## src/rtl/ysyx_23060187_mem_arbiter.sv

```systemverilog
// IFU/LSU arbiter sharing one memory request/response port, one transaction at a time.
// Define YSYX_23060187_ARB_RR_EN for round-robin; otherwise LSU has fixed priority.
module ysyx_23060187_mem_arbiter (
    input  logic        clk,
    input  logic        rst,
    input  logic        ifu_req_valid,
    output logic        ifu_req_ready,
    input  logic [31:0] ifu_addr,
    output logic        ifu_rsp_valid,
    input  logic        ifu_rsp_ready,
    output logic [31:0] ifu_rdata,
    input  logic        lsu_req_valid,
    output logic        lsu_req_ready,
    input  logic [31:0] lsu_addr,
    input  logic        lsu_wen,
    input  logic [31:0] lsu_wdata,
    input  logic [3:0]  lsu_wmask,
    output logic        lsu_rsp_valid,
    input  logic        lsu_rsp_ready,
    output logic [31:0] lsu_rdata,
    output logic        mem_req_valid,
    input  logic        mem_req_ready,
    output logic [31:0] mem_addr,
    output logic [31:0] mem_wdata,
    output logic        mem_wen,
    output logic [3:0]  mem_wmask,
    input  logic        mem_rsp_valid,
    output logic        mem_rsp_ready,
    input  logic [31:0] mem_rdata,
    output logic        busy
);

    localparam logic [1:0] IDLE = 2'd0;
    localparam logic [1:0] REQ  = 2'd1;
    localparam logic [1:0] RSP  = 2'd2;
    localparam logic [1:0] DONE = 2'd3;

    logic [1:0]  state;
    logic [1:0]  state_nxt;
    logic        gnt;
    logic [31:0] rdata;
    logic        idle;
    logic        pick_lsu;
    logic        accept;
    logic        rsp_hs;

    assign idle   = (state == IDLE);
    assign accept = idle & (ifu_req_valid | lsu_req_valid);

`ifdef YSYX_23060187_ARB_RR_EN
    // last = 1 means LSU won the previous grant, so IFU wins the next tie
    logic last;

    assign pick_lsu = lsu_req_valid & (~ifu_req_valid | ~last);

    always_ff @(posedge clk or posedge rst) begin
        if (rst) begin
            last <= 1'b0;
        end else if (accept) begin
            last <= pick_lsu;
        end
    end
`else
    assign pick_lsu = lsu_req_valid;
`endif

    assign ifu_req_ready = idle & ifu_req_valid & ~pick_lsu;
    assign lsu_req_ready = idle & pick_lsu;

    assign mem_req_valid = (state == REQ);
    assign mem_rsp_ready = (state == RSP);
    assign ifu_rsp_valid = (state == DONE) & ~gnt;
    assign lsu_rsp_valid = (state == DONE) & gnt;
    assign ifu_rdata     = rdata;
    assign lsu_rdata     = rdata;
    assign busy          = ~idle;

    assign rsp_hs = gnt ? lsu_rsp_ready : ifu_rsp_ready;

    always_comb begin
        state_nxt = state;
        case (state)
            IDLE: if (accept)        state_nxt = REQ;
            REQ:  if (mem_req_ready) state_nxt = RSP;
            RSP:  if (mem_rsp_valid) state_nxt = DONE;
            DONE: if (rsp_hs)        state_nxt = IDLE;
            default:                 state_nxt = IDLE;
        endcase
    end

    always_ff @(posedge clk or posedge rst) begin
        if (rst) begin
            state     <= IDLE;
            gnt       <= 1'b0;
            mem_addr  <= 32'd0;
            mem_wdata <= 32'd0;
            mem_wen   <= 1'b0;
            mem_wmask <= 4'd0;
            rdata     <= 32'd0;
        end else begin
            state <= state_nxt;
            if (accept) begin
                gnt <= pick_lsu;
                if (pick_lsu) begin
                    mem_addr  <= lsu_addr;
                    mem_wdata <= lsu_wdata;
                    mem_wen   <= lsu_wen;
                    mem_wmask <= lsu_wmask;
                end else begin
                    mem_addr  <= ifu_addr;
                    mem_wdata <= 32'd0;
                    mem_wen   <= 1'b0;
                    mem_wmask <= 4'd0;
                end
            end
            if ((state == RSP) && mem_rsp_valid) begin
                rdata <= mem_rdata;
            end
        end
    end

endmodule

```

## config.mk

```make
export PLATFORM = sky130hd
export DESIGN_NAME = ysyx_23060187_mem_arbiter
export DESIGN_NICKNAME = d
export VERILOG_FILES = /design/src/rtl/ysyx_23060187_mem_arbiter.sv
export SDC_FILE = /design/constraint.sdc
export NUM_CORES = 1
export LEC_CHECK = 0
export CAP_MARGIN = 10
export CORE_MARGIN = 5
export CORE_UTILIZATION = 33
export DETAILED_ROUTE_END_ITERATION = 10
export PLACE_DENSITY = 0.87
export SYNTH_ARGS = -nofsm -noshare
export SYNTH_HDL_FRONTEND = slang
export SYNTH_SLANG_ARGS = --single-unit
```

## constraint.sdc

```tcl
create_clock -name clk -period 4.2 [get_ports clk]
set_input_delay 1.26 -clock clk [delete_from_list [all_inputs] [get_ports clk]]
set_output_delay 1.26 -clock clk [all_outputs]
set_load 0.1 [all_outputs]
```

# Word level (Yosys, flattened, before mapping)
# Cells that the tools add are included.
[op_classes]
shift = 0
eq_ne = 7
muxes = 10
reduce_logical = 3
n_mul = 0
add_sub_neg = 0
n_lt_le_gt_ge = 0
bitwise_logic = 10
div = 0
[ops]
columns = ["cell", "n"]
rows = [
  ["$mux W32", 2],
  ["$mux W2", 4],
  ["$pmux W2 S4", 1],
  ["$and A1 B1 Y1", 6],
  ["$eq A2 B2 Y1 const B", 2],
  ["$mux W4", 1],
  ["$ne A2 B1 Y1 const B", 2],
  ["$ne A2 B2 Y1 const B", 2],
  ["$reduce_and A4 Y1", 1],
  ["$not A1 Y1", 3],
  ["$eq A2 B1 Y1 const B", 1],
  ["$logic_not A2 Y1", 1],
  ["$mux W1", 2],
  ["$logic_and A1 B1 Y1", 1],
  ["$or A1 B1 Y1", 1],
]
[totals]
out_inout_bits = 140
reg_bits = 104
input_bits = 141
rom_bits = 0
wordCells = 37
latchBits = 0
n_memories = 0
ramBits = 0

# Longest topological paths before layout
[logic_depth]
ltp_word = 4
ltp_mapped = 7
mapped_depth_nobuf = 5

# Worst setup path before layout
# Ideal clock, no wire load.
[synth_path]
path_type = "in2out"
start = "input lsu_req_valid"
end = "output ifu_req_ready"
required_time_ns = 2.940
arrival_time_ns = 2.908
n_path_buf = 2
path_stages = 3
setup_slack_ns = 0.032
path_cell_list = "buf_2 buf_2 nor2_1"
[synth_via]
elab_chain_cells = 2
[synth_lines]
columns = ["item", "line", "rtl"]
rows = [
  ["from (decl)", "12", "input logic lsu_req_valid,"],
  ["$not A1 Y1", "67", "assign ifu_req_ready = idle & ifu_req_valid & ~pick_lsu;"],
  ["$and A1 B1 Y1", "67", ""],
  ["to (decl)", "7", "output logic ifu_req_ready,"],
]
# No other way between the ends.

# Worst setup path after layout
[layout_path]
start = "input ifu_req_valid"
end = "output ifu_req_ready"
[layout_via]
elab_chain_cells = 2
[layout_lines]
columns = ["item", "line", "rtl"]
rows = [
  ["from (decl)", "6", "input logic ifu_req_valid,"],
  ["$and A1 B1 Y1 (2 in series)", "67", ""],
]
# No other way between the ends.

==> results by group <==
Run status
  – Status: finished clean

Global route
  – First-pass GRT wire length: 19.95 mm
  – All-Layer GR Usage: 15.60%
  – Antenna violations before repair: 0
  – Grt ovf: 0
  – Vias in the first global route: 3752
  – Largest net degree at the start of global routing: 102

Timing
  – RSZ-0062 raised after global routing: no
  – Skew final: 9.660 ps
  – Worst slew margin: 31.94%
  – Final Slew Violations: 0
  – Min Clock Period, post-route: 3565 ps
  – Final hold vios: 0
  – Tcrit/Tclk final: 84.87%
  – Total negative slack: 0 ps
  – Max Fclk: 280.5 MHz
  – # setup viols final: 0
  – Worst-margin pin slew: 1018 ps

Setup path
  – Crit-path max FO: 3
  – Worst r2r src: state[1]$_DFFE_PP0P_
  – Worst Path Required: 2940 ps
  – RR Endpoint: state[1]$_DFFE_PP0P_
  – Worst R2R Path Depth: 5
  – Crit path DAT: 2300 ps
  – Critical Path Start Type: input pin
  – Endpoint class of the critical path: primary output
  – Crit path kind: input pin to primary output
  – R2r setup slk: 2270 ps

Synthesis
  – Register area share after synthesis: 58.51%
  – Syn_area_per_cell: 12.78 um2
  – Synth warn: 0
  – Synth unique cells: 23
  – Mapped cell area: 4448 um2
  – Post-synthesis net count: 494
  – Yosys reg bits: 104
  – Gate Count Post-Synth: 348

Job
  – Max-cap violations: 0

Clock tree
  – # H-tree levels: 3
  – Post-CTS Setup Inserts: 0
  – Worst skew pair latency: 340 ps
  – TritonCTS clock tree: done
  – Root Buffer: clkbuf_16
  – Worst-path clk slew: 70 ps
  – # clock sinks: 104
  – Num CTS Buffers: 9
  – Max Root-Sink Buffers: 2
  – Cts repair resizes: 0
  – Hold-fix buffers, CTS: 0

Placement
  – GPL Wtd Cong: 0.7998
  – Detail Placement HPWL: 10.10 mm
  – I/O Buffers: 280

Final layout
  – Area taken by multi-input logic gates: 1495 um2
  – Seq. cell area: 2603 um2
  – Proportion of layout cells with a drive suffix above 1: 11.58%
  – Diodes inserted: 0
  – Nets: 737
  – Synth-to-Final Area Change: 68.78%
  – Fill cells: 1106

Routing
  – WL/cell: 16.51 um
  – Post-route ant nets: 0
  – DR vias: 3517
  – Pre-antenna DRT Iters: 4
  – DR iter-0 viols: 119
  – Post-Route WL: 12.75 mm
  – DRC errors left: 0
  – Vias per inst: 4.556

Die
  – Die Ht: 126.1 um
  – Die area: 15900 um2
  – Core Footprint: 13240 um2
  – Die span in x: 126.1 um
  – I/O pins: 281
  – # rows: 42
  – Starting Density: 33.59%

Hold path
  – Hold path cells: 2
  – Worst hold start: mem_addr[11]$_DFFE_PP0P_
  – Hold EP: mem_addr[11]$_DFFE_PP0P_
  – Worst min-delay path class: flop to flop
sequential cells by signal, indices dropped and copies added (netlist names):
name       cells
mem_wmask      4
mem_wen        1
gnt            1
ifu_rdata     32
state          2
mem_wdata     32
mem_addr      32
worst max path at each step:
stage                  start             to  slack [ps]  cells past startpoint
3_5_place_dp   ifu_req_valid  ifu_req_ready         630                      4
6_report       ifu_req_valid  ifu_req_ready         640                      4
3_3_place_gp   ifu_req_valid  ifu_req_ready         630                      4
4_1_cts        ifu_req_valid  ifu_req_ready         630                      4
5_1_grt        ifu_req_valid  ifu_req_ready         590                      4
2_1_floorplan  lsu_req_valid  ifu_req_ready          30                      3
cell families (layout without fill, tap and decap cells):
family	count (synthesis)	count (layout)	synth area share, %
fa+ha+maj	5	5	1.406
buf+inv	58	306	8.129
simple gates	42	42	4.051
mux	67	67	16.09
flops	104	104	58.51
compound gates	72	72	11.81
cells in the mapped netlist:
library cell	n	share of area, %
dfrtp_1	104	59
a22o_1	37	7.3
mux2i_1	34	7.7
nand2_1	34	2.9
buf_4	32	5.4
mux2_2	32	8.1
o21ai_0	32	3.6
buf_2	18	2.0
ha_1	5	1.4
inv_1	4	0.34
clkbuf_1	3	0.25
nor2_1	2	0.17
a2111oi_4	1	0.62
a21o_2	1	0.20
and2_1	1	0.14
and2_2	1	0.17
and2b_2	1	0.20
clkbuf_2	1	0.11
mux2_4	1	0.34
nor2b_1	1	0.14
nor2b_2	1	0.20
nor3b_1	1	0.17
o21ai_1	1	0.11
per-stage QoR:
step	instance area [um2]	hold slack, ps	utilization [%]	instances	setup slack [ps]
after floorplan	4448	509.3	-	348	31.52
after global placement	7191	462.2	54.30	755	625.1
after detailed placement	7191	469.7	54.30	755	628.9
after CTS	7480	484.9	56.48	771	630.0
after global routing	7507	495.9	56.69	772	587.3
final	7507	479.3	56.69	772	635.4
worst max-delay path: stages:
cell and delay [ps]:
clkdlybuf4s50_1 560, nand2_1 90, nor2_1 190, buf_12 200
final cells by class:
class | count | area share, %
sequential | 104 | 34.67
clock inverter | 6 | 0.8000
tap | 176 | 2.933
multi-input combinational | 186 | 19.92
inverter | 4 | 0.2333
clock buffer | 10 | 3.050
timing repair buffer | 286 | 38.40
metal layers:
metal	share of wire, %	global-route usage, %	vias up	routed length (um)
li1	-	-	1659	-
met1	38	17.57	1637	4808
met2	52	27.54	200	6571
met3	8.8	5.123	21	1117
met4	2.0	5.678	0	250
met5	0	0	-	0
cells in the final DEF (no fill, tap or decap), types with 2 or more instances in the layout:
master,instances
clkinvlp_4,2
mux2_2,32
nor2_1,2
dfrtp_1,104
a22o_1,37
mux2i_1,34
clkbuf_16,9
clkdlybuf4s50_1,272
buf_4,9
o21ai_0,32
ha_1,5
nand2_1,34
clkinv_2,3
inv_1,3
buf_12,3
Power is left out: the tool's default activity adds up to more than one toggle a clock period on the data nets, which glitch-free logic cannot reach.
